`config.mk`:
```
export PLATFORM = sky130hd
export DESIGN_NAME = spi_reg_bank
export DESIGN_NICKNAME = d
export VERILOG_FILES = /design/src/rtl/spi_reg_pkg.sv /design/src/rtl/spi_sync_edge.sv /design/src/rtl/spi_reg_bank.sv
export SDC_FILE = /design/constraint.sdc
export NUM_CORES = 1
export LEC_CHECK = 0
export BUFFER_PORTS_ARGS = -buffer_cell sky130_fd_sc_hd__buf_2
export CAP_MARGIN = 20
export CORE_ASPECT_RATIO = 1.2
export CORE_MARGIN = 1.5
export CORE_UTILIZATION = 50
export CTS_BUF_LIST = sky130_fd_sc_hd__clkbuf_16
export CTS_CLUSTER_DIAMETER = 100
export DETAILED_ROUTE_END_ITERATION = 16
export HOLD_SLACK_MARGIN = 0.06
export PLACE_DENSITY = 0.71
export SYNTH_ARGS = -nofsm -noshare
export SYNTH_HDL_FRONTEND = slang
export SYNTH_SLANG_ARGS = --single-unit
```
`constraint.sdc`:
```
create_clock -name clk -period 2.3 [get_ports clk]
set_clock_uncertainty 0.05 [all_clocks]
set_input_delay 0.69 -clock clk [delete_from_list [all_inputs] [get_ports clk]]
set_output_delay 0.69 -clock clk [all_outputs]
set_load 0.01 [all_outputs]
```
`src/rtl/spi_reg_pkg.sv`:
```
// Shared types and helpers for the SPI register bank.
//   state_t  : frame decoder states
//   RW_WRITE : value of the leading frame bit for a write
//   RW_READ  : value of the leading frame bit for a read
//   frame_w  : total frame width (R/W bit + address + data)
package spi_reg_pkg;

  typedef enum logic [1:0] {
    IDLE,
    ADDR,
    DATA,
    DONE
  } state_t;

  localparam logic RW_WRITE = 1'b1;
  localparam logic RW_READ  = 1'b0;

  function automatic int frame_w(input int addr_w, input int data_w);
    return 1 + addr_w + data_w;
  endfunction

endpackage

```
`src/rtl/spi_sync_edge.sv`:
```
// Two-flop synchroniser followed by an edge-detect flop.
// Ports:
//   clk, rst : system clock, synchronous active-high reset
//   d        : asynchronous input(s)
//   level    : synchronised level
//   rise     : one-cycle pulse on a synchronised 0->1 transition
//   fall     : one-cycle pulse on a synchronised 1->0 transition
// RST_VAL sets the idle level of all stages so that no edge is seen
// on reset release while the input sits at its idle level.
module spi_sync_edge #(
  parameter int               WIDTH   = 1,
  parameter logic [WIDTH-1:0] RST_VAL = '0
) (
  input  logic             clk,
  input  logic             rst,
  input  logic [WIDTH-1:0] d,
  output logic [WIDTH-1:0] level,
  output logic [WIDTH-1:0] rise,
  output logic [WIDTH-1:0] fall
);

  logic [WIDTH-1:0] meta_q;
  logic [WIDTH-1:0] sync_q;
  logic [WIDTH-1:0] prev_q;

  // NOTE: every flop is written with <= so all stages sample the values
  // from before the edge; blocking assignments would collapse the chain.
  always_ff @(posedge clk) begin
    if (rst) begin
      meta_q <= RST_VAL;
      sync_q <= RST_VAL;
      prev_q <= RST_VAL;
    end else begin
      meta_q <= d;
      sync_q <= meta_q;
      prev_q <= sync_q;
    end
  end

  assign level = sync_q;
  assign rise  = sync_q & ~prev_q;
  assign fall  = ~sync_q & prev_q;

endmodule

```
`src/rtl/spi_reg_bank.sv`:
```
// SPI Mode 0 peripheral driving a NUM_REGS x DATA_W register bank.
// Frame: 1 R/W bit, ADDR_W address bits, DATA_W data bits, MSB first.
// Ports:
//   clk, rst  : system clock, synchronous active-high reset
//   sclk      : SPI clock (asynchronous)
//   copi      : SPI data in (asynchronous)
//   ncs       : SPI chip select, active low (asynchronous)
//   cipo      : SPI data out (read data during the data phase)
//   regs_out  : packed bank, register i at [i*DATA_W +: DATA_W]
//   wr_valid  : one-cycle pulse on each committed write frame
//   wr_addr   : address of the last committed write
//   wr_data   : data of the last committed write
// Build option: define SPI_REG_READ_EN to enable read-back on cipo;
// otherwise cipo is tied low and read frames have no effect.
// SCLK high and low phases must each last at least 4 clk periods.
module spi_reg_bank
  import spi_reg_pkg::*;
#(
  parameter int                ADDR_W    = 7,
  parameter int                DATA_W    = 8,
  parameter int                NUM_REGS  = 5,
  parameter logic [DATA_W-1:0] RESET_VAL = '0
) (
  input  logic                       clk,
  input  logic                       rst,
  input  logic                       sclk,
  input  logic                       copi,
  input  logic                       ncs,
  output logic                       cipo,
  output logic [NUM_REGS*DATA_W-1:0] regs_out,
  output logic                       wr_valid,
  output logic [ADDR_W-1:0]          wr_addr,
  output logic [DATA_W-1:0]          wr_data
);

  localparam int FRAME_W = frame_w(ADDR_W, DATA_W);
  localparam int CNT_W   = $clog2(FRAME_W + 1);

  logic sclk_lvl_unused, sclk_rise, sclk_fall;
  logic ncs_lvl, ncs_rise_unused, ncs_fall;
  logic copi_lvl, copi_rise_unused, copi_fall_unused;

  spi_sync_edge #(.WIDTH(1), .RST_VAL(1'b0)) u_sync_sclk (
    .clk(clk), .rst(rst), .d(sclk),
    .level(sclk_lvl_unused), .rise(sclk_rise), .fall(sclk_fall)
  );

  spi_sync_edge #(.WIDTH(1), .RST_VAL(1'b1)) u_sync_ncs (
    .clk(clk), .rst(rst), .d(ncs),
    .level(ncs_lvl), .rise(ncs_rise_unused), .fall(ncs_fall)
  );

  spi_sync_edge #(.WIDTH(1), .RST_VAL(1'b0)) u_sync_copi (
    .clk(clk), .rst(rst), .d(copi),
    .level(copi_lvl), .rise(copi_rise_unused), .fall(copi_fall_unused)
  );

  state_t               state_q, state_d;
  logic [CNT_W-1:0]     cnt_q;
  logic [FRAME_W-1:0]   sh_q;
  logic [FRAME_W-1:0]   sh_next;
  logic                 rw_q;
  logic [ADDR_W-1:0]    addr_q;
  logic                 shift_en, hdr_done, last_bit;

  assign sh_next  = {sh_q[FRAME_W-2:0], copi_lvl};
  assign shift_en = !ncs_lvl && sclk_rise && (state_q == ADDR || state_q == DATA);
  assign hdr_done = shift_en && state_q == ADDR && cnt_q == CNT_W'(ADDR_W);
  assign last_bit = shift_en && state_q == DATA && cnt_q == CNT_W'(FRAME_W - 1);

  always_ff @(posedge clk) begin
    if (rst) state_q <= IDLE;
    else     state_q <= state_d;
  end

  // NOTE: state_d gets its default before the case so no path leaves it
  // unassigned, which would otherwise infer a latch.
  always_comb begin
    state_d = state_q;
    if (ncs_lvl) begin
      state_d = IDLE;
    end else begin
      case (state_q)
        IDLE:    if (ncs_fall) state_d = ADDR;
        ADDR:    if (hdr_done) state_d = DATA;
        DATA:    if (last_bit) state_d = DONE;
        DONE:    state_d = DONE;
        default: state_d = IDLE;
      endcase
    end
  end

  // NOTE: the register bank is reset like the rest of the state because
  // downstream PWM/enable logic consumes it directly out of reset.
  always_ff @(posedge clk) begin
    if (rst) begin
      cnt_q    <= '0;
      sh_q     <= '0;
      rw_q     <= RW_READ;
      addr_q   <= '0;
      wr_valid <= 1'b0;
      wr_addr  <= '0;
      wr_data  <= '0;
      regs_out <= {NUM_REGS{RESET_VAL}};
    end else begin
      wr_valid <= 1'b0;
      // A frame start, or chip select deasserting (including an abort),
      // discards any partially received bits. A coincident sclk_rise at
      // frame start is dropped here because IDLE does not shift.
      if (ncs_lvl || (state_q == IDLE && ncs_fall)) begin
        cnt_q <= '0;
        sh_q  <= '0;
      end else if (shift_en) begin
        sh_q  <= sh_next;
        cnt_q <= cnt_q + 1'b1;
        if (hdr_done) begin
          rw_q   <= sh_next[ADDR_W];
          addr_q <= sh_next[ADDR_W-1:0];
        end
        if (last_bit && rw_q == RW_WRITE) begin
          wr_valid <= 1'b1;
          wr_addr  <= addr_q;
          wr_data  <= sh_next[DATA_W-1:0];
          // Out-of-range addresses match no index and leave the bank alone.
          for (int i = 0; i < NUM_REGS; i++) begin
            if (addr_q == ADDR_W'(i)) regs_out[i*DATA_W +: DATA_W] <= sh_next[DATA_W-1:0];
          end
        end
      end
    end
  end

`ifdef SPI_REG_READ_EN
  logic [DATA_W-1:0] rd_word;
  logic [DATA_W-1:0] rd_sh_q;
  logic              rd_loaded_q;

  always_comb begin
    rd_word = '0;
    for (int i = 0; i < NUM_REGS; i++) begin
      if (addr_q == ADDR_W'(i)) rd_word = regs_out[i*DATA_W +: DATA_W];
    end
  end

  // The first sclk_fall of the data phase loads the addressed register;
  // each later fall presents the next bit on the MSB.
  always_ff @(posedge clk) begin
    if (rst) begin
      rd_sh_q     <= '0;
      rd_loaded_q <= 1'b0;
    end else if (ncs_lvl || hdr_done) begin
      rd_sh_q     <= '0;
      rd_loaded_q <= 1'b0;
    end else if (state_q == DATA && rw_q == RW_READ && sclk_fall) begin
      if (!rd_loaded_q) begin
        rd_sh_q     <= rd_word;
        rd_loaded_q <= 1'b1;
      end else begin
        rd_sh_q <= {rd_sh_q[DATA_W-2:0], 1'b0};
      end
    end
  end

  assign cipo = (state_q == DATA && !ncs_lvl) ? rd_sh_q[DATA_W-1] : 1'b0;
`else
  logic unused_sclk_fall;
  assign unused_sclk_fall = sclk_fall;
  assign cipo             = 1'b0;
`endif

endmodule

```
==> results of run 1 <==
sequential cells by signal, indices dropped and copies added (netlist names):
signal,count
cnt_q,5
sh_q,7
wr_addr,7
u_sync_ncs.prev_q,1
addr_q,7
u_sync_copi.meta_q,1
u_sync_sclk.level,1
wr_valid,1
u_sync_sclk.prev_q,1
regs_out,40
wr_data,8
state_q,2
u_sync_ncs.level,1
rw_q,1
u_sync_copi.level,1
u_sync_sclk.meta_q,1
u_sync_ncs.meta_q,1
per-layer routing:
metal  vias to the layer above  GRT usage [%]  part of all wire [%]
met5                         -              0                     0
met4                         0           8.04                  0.99
met3                         6           4.59                   4.1
met2                        49           32.9                    49
met1                      1159           25.7                    46
li1                       1225              -                     -
cell usage in the layout, fill, tap and decap left out, drive strengths merged, types with 3 or more instances in the layout:
| cell type | n |
|---|---|
| buf | 68 |
| inv | 7 |
| nor2b | 13 |
| nand2 | 23 |
| clkbuf | 9 |
| a21oi | 8 |
| o21ai | 16 |
| or2 | 3 |
| ha | 6 |
| nand2b | 41 |
| dfxtp | 86 |
| nand3 | 3 |
| nor2 | 30 |
| mux2i | 57 |
per-stage QoR:
stage          power [mW]  instance area (um^2)
2_1_floorplan        1.57                  3390
3_3_place_gp         1.58                  3750
3_5_place_dp         1.58                  3750
4_1_cts              2.95                  4040
5_1_grt              3.01                  4050
6_report             2.92                  4050
worst min path at each step:
stage / start / endpoint / slack (ps)
3_5_place_dp: u_sync_ncs.meta_q / u_sync_ncs.level / 350
2_1_floorplan: u_sync_ncs.meta_q / u_sync_ncs.level / 340
6_report: u_sync_ncs.meta_q / u_sync_ncs.level / 360
3_3_place_gp: u_sync_ncs.meta_q / u_sync_ncs.level / 340
4_1_cts: u_sync_ncs.meta_q / u_sync_ncs.level / 360
5_1_grt: u_sync_ncs.meta_q / u_sync_ncs.level / 380
critical path, stage by stage (launching register included):
cell,delay [ps]
dfxtp_1,360
ha_1,190
and3_1,160
ha_1,170
and4b_1,190
and4_1,290
and3b_1,370
mux2i_1,230
repair_timing:
action	in CTS	in global routing
resized for setup	0	1
endpoints found under the setup margin	0	6
hold endpoints to repair	0	0
setup buffers	0	1
power by group through the flow:
stage	clock, mW	sequential (mW)	combinational [mW]
finish	1.38	1.50	0.0473
global route	1.46	1.50	0.0514
floorplan	0	1.53	0.0369
CTS	1.40	1.50	0.0475
detailed placement	0	1.53	0.0475
global placement	0	1.53	0.0469
logic make-up (layout without fill, tap and decap cells):
logic type                 after synthesis  in the layout  synth area share, %
buffers and inverters                   24             88                 3.40
DFF                                     86             86                 50.8
other                                    1              1                0.111
and+or+nand+nor                        129            129                 21.6
xor gates and xnor gates                 3              3                0.775
AOI/OAI and AO/OA                       27             27                 4.28
muxes                                   57             57                 16.8
adders and majority gates                6              6                 2.21
layout make-up:
cell class                      instances  area share [%]
Multi-Input combinational cell        223            38.5
Timing Repair Buffer                   68            8.91
Clock buffer                            9            5.57
Tap cell                               85            2.63
Sequential cell                        86            42.5
Inverter                                4           0.371
Clock inverter                          7            1.45
==> flow_summary.yaml, run 1 <==
outcome:
  status: "finished, final reports clean"
global_routing:
  grt-ovfl-total: 0
  grt_pass1_vias: 2353
  grt_usage_pct: 20.1
  grt_pass1_wl_um: 11300
  grt_max_degree: 25
  antenna_found_initial: 0
clocking:
  cts_max_level: 3
  cts.reportedPaths.clkPinSlew_ps: 60
  worstSkewPairLatency_ps: 330
  cts_made_buffers: 9
  cts.sinks: 86
  cts-root-buf: "clkbuf_16"
  cts_tree: "done"
  cts_buffer_depth: 2
  cts_hold_buf: 0
floorplan:
  start_util_pct: 52.3
  die_h_um: 93.2
  io_pins: 62
  fp.coreArea_um2: 6490
  dieArea_um2: 7280
  fp.dieW_um: 78.2
  rows: 32
power:
  p_sw_share_pct: 19.9
  clkPwrFrac_pct: 47.1
  power_density_nw_per_um2: 723
  p_int_mw: 2.34
  comb_power_share_pct: 1.6
  vdd_drop_max_uv: 403
  power_frac_seq_pct: 51.3
  switchingPower_mw: 0.582
  leakage_nw: 1.98
sta:
  drv_slew: 0
  fin_tns_setup_ps: 0
  rsz0062_at_grt: "false"
  relSlewSlack_pct: 64.2
  final-setup-viol-count: 0
  finalHoldViolations: 0
  fmax_ghz: 0.478
  worstMarginPinSlew_ps: 532
  post-route-min-period_ps: 2090
  finalCritPeriodShare_pct: 90.9
  fin_ws_ps: 208
  whs_ps: 361
route:
  viasPerCell: 5.06
  drtIter0Drc: 118
  routedWlPerCell_um: 14.1
  vias: 2439
  ant_nets: 0
  firstDrtPassIters: 4
  remaining_drc_errors: 0
  drt_wl_total_um: 6770
flow_run:
  maxCapViolCount: 0
yosys:
  netlist_area_um2: 3390
  synth_top_cells_by_area: "dfxtp_1 (51%), mux2i_1 (17%), nand2b_1 (7.6%), nor2_1 (3.3%), nand2_1 (2.4%)"
  yosysMostFrequentCell: "dfxtp_1"
  ys_ff_latch: 86
  synth_area_per_cell_um2: 10.2
  synth_common_cells: "dfxtp_1 (86), mux2i_1 (57), nand2b_1 (41), nor2_1 (30), nand2_1 (22)"
  synthArstFlopShare_pct: 0
  syn-instance-count: 333
  synth_largest_area_cell: "dfxtp_1"
  yosysWarnings: 0
  synth_nets: 344
  synthFlopType: "dfxtp_1"
  synth-edff-count: 0
  ys_types: 39
  ys_seq_area_share_pct: 50.8
  synth_top_area_share_pct: 50.8
setup_path:
  crit_arrival_ps: 2300
  reg2reg_to: "regs_out[8]"
  crit_start: "cnt_q[0]"
  path_class: "reg -> reg"
  critPathRequiredTime_ps: 2510
  worstSetupEndpoint: "regs_out[8]"
  worst-r2r-setup-slack_ps: 210
  critPathMaxFanout: 5
  worstReg2RegStart: "cnt_q[0]"
  start_kind: "flip-flop"
  rr_worst_depth: 7
  worst_setup_path_end_kind: "flip-flop"
final_layout:
  insertedDiodeCount: 0
  fillCellCount: 566
  utilization_pct: 62.4
  nets: 403
  multi_input_area_um2: 1560
  layout-drive-gt1-share_pct: 22.4
  area_growth_pct: 19.4
  regArea_um2: 1720
  fin_cells: 482
worst_hold_path:
  min_path_type: "reg -> reg"
  hold_path_depth: 1
placed_design:
  dpl.hpwl_um: 4700
  dp_slack_ps: 152
  routabilityCongestion: 0.788
  port_buffers: 60
  placed_cells: 465
Note: power is estimated with default switching activity, not from simulation.
==> run 2: changes to the inputs <==
--- a/config.mk
+++ b/config.mk
@@ -5,6 +5,7 @@
 export SDC_FILE = /design/constraint.sdc
 export NUM_CORES = 1
 export LEC_CHECK = 0
+export ABC_AREA = 1
 export BUFFER_PORTS_ARGS = -buffer_cell sky130_fd_sc_hd__buf_2
 export CAP_MARGIN = 20
 export CORE_ASPECT_RATIO = 1.2
==> run 2 against run 1 <==
Compared with the run above:
- clock-buffer cell count unchanged
- first-iteration DRC count up 37%
- hold slack worse by 8.5 ps
- synthesized cell count up 37%
- non-clock buffer count down 5
- worst setup slack better by 83 ps
- combinational power up 24%
- design area up 2.4%
- critical path type unchanged
==> flow_summary.yaml, run 2 <==
floorplan:
  start_util_pct: 51.1
  fp.coreArea_um2: 6770
  fp.dieW_um: 79.0
  die_h_um: 94.2
  dieArea_um2: 7430
  io_pins: 62
  rows: 33
final_layout:
  fin_cells: 600
  nets: 521
  largest_reg_flops: 40
  area_growth_pct: 19.7
  layout-drive-gt1-share_pct: 19.3
  largestRegisters: "regs_out: 40 flops, wr_data: 8 flops"
  mostFrequentLayoutCell: "nor2_1"
  top_register: "regs_out"
  insertedDiodeCount: 0
  mostFrequentLayoutCells: "nor2_1 (111), dfxtp_1 (86), nand2_1 (61), buf_2 (60), inv_1 (47)"
  final_area_um2: 4150
sta:
  worstMarginPinSlew_ps: 598
  drv_slew: 0
  finalCritPeriodShare_pct: 87.3
  fmax_ghz: 0.498
  fin_ws_ps: 292
  post-route-min-period_ps: 2010
  finalHoldViolations: 0
  final-setup-viol-count: 0
  rsz0062_at_grt: "false"
  fin_tns_setup_ps: 0
  relSlewSlack_pct: 59.9
clocking:
  cts_made_buffers: 9
  cts.sinks: 86
  cts_buffer_depth: 2
  cts-root-buf: "clkbuf_16"
  cts.reportedPaths.clkPinSlew_ps: 60
  cts_hold_buf: 0
  cts_max_level: 3
  worstSkewPairLatency_ps: 330
  cts_tree: "done"
route:
  firstDrtPassIters: 4
  routedWlPerCell_um: 12.5
  viasPerCell: 4.91
  drtIter0Drc: 162
  ant_nets: 0
  remaining_drc_errors: 0
  vias: 2944
  drt_wl_total_um: 7500
setup_path:
  start_kind: "flip-flop"
  crit_buf_inv: 1
  critPathRequiredTime_ps: 2460
  slowest_delay_ps: 350
  slowest_stage: "dfxtp_1"
  crit_arrival_ps: 2170
  path_cells: "ha_1, nand2_1, nor2_1, ha_1, nand2_1, clkinv_1, nand3_4, nor2_8, nand2_2, o21ai_1, nor2_1"
  crit_family: "simple AND/OR/NAND/NOR gates"
  path_class: "reg -> reg"
  worst_setup_path_end_kind: "flip-flop"
  critPathMaxFanout: 20
yosys:
  yosysMostFrequentCell: "nor2_1"
  synth-edff-count: 0
  synth_top_area_share_pct: 49.7
  netlist_area_um2: 3460
  synthArstFlopShare_pct: 0
  yosysWarnings: 0
  ys_seq_area_share_pct: 49.7
  syn-instance-count: 456
  ys_types: 27
  synth_largest_area_cell: "dfxtp_1"
  synth_common_cells: "nor2_1 (111), dfxtp_1 (86), nand2_1 (61), inv_1 (46), o21ai_0 (32)"
  synth_nets: 467
  synth_top_cells_by_area: "dfxtp_1 (50%), nor2_1 (12%), nand2_1 (6.6%), inv_1 (5.0%), o21ai_0 (4.6%)"
  synth_area_per_cell_um2: 7.59
  synthFlopType: "dfxtp_1"
  ys_ff_latch: 86
power:
  switchingPower_mw: 0.593
  power_density_nw_per_um2: 760
  clkPwrFrac_pct: 50.6
  power_frac_seq_pct: 47.6
  comb_power_share_pct: 1.9
  vdd_drop_max_uv: 504
  p_int_mw: 2.56
  leakage_nw: 1.94
  p_total_mw: 3.15
  p_sw_share_pct: 18.8
worst_hold_path:
  min_path_type: "reg -> reg"
global_routing:
  grt_pass1_vias: 2635
  antenna_found_initial: 0
  grt_max_degree: 37
  grt-ovfl-total: 0
  grt_pass1_wl_um: 11900
  grt_usage_pct: 20.9
placed_design:
  dp_slack_ps: 285
  routabilityCongestion: 0.804
  port_buffers: 60
  dpl.hpwl_um: 5210
  placed_cells: 586
  dpl-instance-area_um2: 3810
outcome:
  status: "finished, final reports clean"
flow_run:
  maxCapViolCount: 0
-- run 2: repair_timing --
| item | in CTS | in global routing |
|---|---|---|
| hold endpoints to repair | 0 | 0 |
| resized for setup | 0 | 1 |
| buffers inserted | 0 | 0 |
| setup endpoints to repair | 0 | 2 |
-- run 2: cells by family after synthesis --
logic type | synth area share, %
fa+ha+maj | 2.17
compound gates | 10.8
flops | 49.7
other cells | 0.108
simple gates | 28.7
buf+inv | 8.57
-- run 2: worst register-to-register path, cell delays in order (launching register included) --
cell and delay [ps]:
dfxtp_1 350, ha_1 170, nand2_1 60, nor2_1 90, ha_1 150, nand2_1 50
clkinv_1 70, nand3_4 100, nor2_8 260, nand2_2 280, o21ai_1 200, nor2_1 60
-- run 2: area by class of cell --
class / count / area [um^2]
clock buffer: 9 / 225
clock inverter: 5 / 101
fill: 609 / 2630
inverter: 51 / 191
multi-input combinational: 299 / 1450
sequential: 86 / 1720
tap: 87 / 109
timing repair buffer: 63 / 348
-- run 2: power groups by stage --
stage	Combinational [mW]	Clock (mW)	Sequential [mW]
2_1_floorplan	0.0428	0	1.53
3_3_place_gp	0.0584	0	1.53
3_5_place_dp	0.0581	0	1.53
4_1_cts	0.0591	1.61	1.50
5_1_grt	0.0664	1.67	1.50
6_report	0.0587	1.59	1.50
-- run 2: final timing paths --
| path | endpoint | startpoint | slack (ps) | cells past startpoint |
|---|---|---|---|---|
| max | regs_out[33] | cnt_q[1] | 290 | 11 |
| min | u_sync_sclk.level | u_sync_sclk.meta_q | 350 | 2 |
| max reg2reg | regs_out[33] | cnt_q[1] | 290 | 11 |
| min reg2reg | u_sync_sclk.level | u_sync_sclk.meta_q | 350 | 2 |
-- run 2: layer usage --
metal  global-route usage [%]  up-vias  part of all wire [%]
li1                         -     1551                     -
met1                     24.0     1316                    44
met2                     36.8       65                    50
met3                     4.37       12                   4.0
met4                     9.80        0                   1.7
met5                        0        -                     0
-- run 2: per-stage QoR --
stage               hold slack (ps)  utilization (%)
finish                          352             61.2
global route                    375             61.2
CTS                             358             61.1
detailed placement              349             56.3
global placement                345             56.3
floorplan                       338                -
==> run 3: changes to the inputs <==
--- a/config.mk
+++ b/config.mk
@@ -8,11 +8,11 @@
 export ABC_AREA = 1
 export BUFFER_PORTS_ARGS = -buffer_cell sky130_fd_sc_hd__buf_2
 export CAP_MARGIN = 20
-export CORE_ASPECT_RATIO = 1.2
+export CORE_ASPECT_RATIO = 0.7
 export CORE_MARGIN = 1.5
 export CORE_UTILIZATION = 50
 export CTS_BUF_LIST = sky130_fd_sc_hd__clkbuf_16
-export CTS_CLUSTER_DIAMETER = 100
+export CTS_CLUSTER_DIAMETER = 40
 export DETAILED_ROUTE_END_ITERATION = 16
 export HOLD_SLACK_MARGIN = 0.06
 export PLACE_DENSITY = 0.71
==> run 3 against run 2 <==
Compared with the run above:
- non-clock buffer count is the same
- critical path depth stayed put
- register-to-register slack got worse by 20 ps
- worst setup slack got worse by 17 ps
- combinational power down 8.2%
- die area is essentially flat
- first-iteration DRC count up 22%
- routed wire length increased by 2.8%
- design area shrank 1.4%
- largest power group is now sequential cells
==> flow_summary.yaml, run 3 (synthesized netlist as in run 2, its figures left out) <==
outcome:
  status: "finished, final reports clean"
route:
  drt_wl_total_um: 7700
  vias: 3002
  routedWlPerCell_um: 12.7
  firstDrtPassIters: 5
  drtIter0Drc: 197
  remaining_drc_errors: 0
  viasPerCell: 4.93
  ant_nets: 0
global_routing:
  grtUsageMet3_pct: 7.38
  grt_pass1_vias: 2603
  grt_usage_pct: 22.3
  grt_pass1_wl_um: 12600
  grt.met1_usage_pct: 33.1
  grt_busiest_layer: "met1"
  grt-ovfl-total: 0
  antenna_found_initial: 0
  grt_max_degree: 47
  grtUsageMet2_pct: 30.1
sta:
  final-setup-viol-count: 0
  drv_slew: 0
  relSlewSlack_pct: 60.6
  fin_tns_setup_ps: 0
  fin_ws_ps: 275
  finalHoldViolations: 0
  post-route-min-period_ps: 2030
  rsz0062_at_grt: "false"
  finalCritPeriodShare_pct: 88.0
  whs_ps: 350
  worstMarginPinSlew_ps: 590
  fmax_ghz: 0.494
floorplan:
  rows: 25
  start_util_pct: 51.5
  fp.dieW_um: 102
  io_pins: 62
  die_h_um: 72.6
  fp.coreArea_um2: 6730
  dieArea_um2: 7440
placed_design:
  routabilityCongestion: 0.776
  port_buffers: 60
  dpl.hpwl_um: 5420
  dp_slack_ps: 206
setup_path:
  path_class: "reg -> reg"
  critPathRequiredTime_ps: 2460
  crit_arrival_ps: 2190
  critPathMaxFanout: 20
  start_kind: "flip-flop"
  worst_setup_path_end_kind: "flip-flop"
clocking:
  cts_tree: "done"
  cts.reportedPaths.clkPinSlew_ps: 60
  worstSkewPairLatency_ps: 330
  cts_made_buffers: 9
  cts_max_level: 3
  cts.sinks: 86
  post_cts_buffers: 0
  cts_buffer_depth: 2
  cts-root-buf: "clkbuf_16"
final_layout:
  regArea_um2: 1720
  top_register: "regs_out"
  mostFrequentLayoutCell: "nor2_1"
  largestRegisters: "regs_out: 40 flops, wr_data: 8 flops"
  layout-drive-gt1-share_pct: 19.0
  multi_input_area_um2: 1450
  nets: 521
  largest_reg_flops: 40
  area_growth_pct: 18.1
  mostFrequentLayoutCells: "nor2_1 (111), dfxtp_1 (86), nand2_1 (61), buf_2 (60), inv_1 (48)"
  fillCellCount: 587
  insertedDiodeCount: 0
power:
  vdd_drop_max_uv: 360
  leakage_nw: 1.92
  power_density_nw_per_um2: 716
worst_hold_path:
  min_path_type: "reg -> reg"
flow_run:
  maxCapViolCount: 0
run 3: changes by cell type in the layout (fill, tap and decap cells not counted), sizes merged:
cell	before	now
inv	50	51
clkinv	2	5
bufinv	3	1
run 3: layout make-up:
cell class	count	area share (%)
multi-input combinational	299	35.4
clock inverter	7	1.41
clock buffer	9	5.51
timing repair buffer	63	7.99
inverter	51	4.68
tap	94	2.88
sequential	86	42.1
run 3: worst max-delay path, stage by stage, from the launching register on:
cell	delay, ps
dfxtp_1	360
ha_1	180
nand2_1	50
nor2_1	100
ha_1	150
nand2_1	50
clkinv_1	70
nand3_4	100
nor2_8	250
nand2_2	290
o21ai_1	210
nor2_1	60
run 3: worst paths after layout:
check	start	end	slack [ps]	cells after the start
max	cnt_q[1]	regs_out[32]	270	11
max reg2reg	cnt_q[1]	regs_out[32]	270	11
min	u_sync_sclk.meta_q	u_sync_sclk.level	350	2
min reg2reg	u_sync_sclk.meta_q	u_sync_sclk.level	350	2
run 3: routing by layer:
layer / vias up / routed length [um]
met5: - / 0
met4: 0 / 88
met3: 8 / 500
met2: 104 / 3090
met1: 1340 / 4030
li1: 1550 / -
run 3: stage by stage:
stage	cells	instance area [um^2]	util [%]	power [mW]
2_1_floorplan	456	3460	-	1.57
3_3_place_gp	593	3800	56.5	1.59
3_5_place_dp	593	3800	56.5	1.59
4_1_cts	609	4080	60.7	2.96
5_1_grt	609	4090	60.8	3.03
6_report	609	4090	60.8	2.93
run 3: power by group:
part	switching, mW	total (mW)	internal, mW
sequential	0.00438	1.50	1.50
clock	0.552	1.38	0.823
combinational	0.0365	0.0539	0.0174
total	0.593	2.93	2.34
run 3: what timing repair did:
item	4_1_cts	5_1_grt
resized for setup	0	2
hold buffers	0	0
endpoints found under the setup margin	0	19
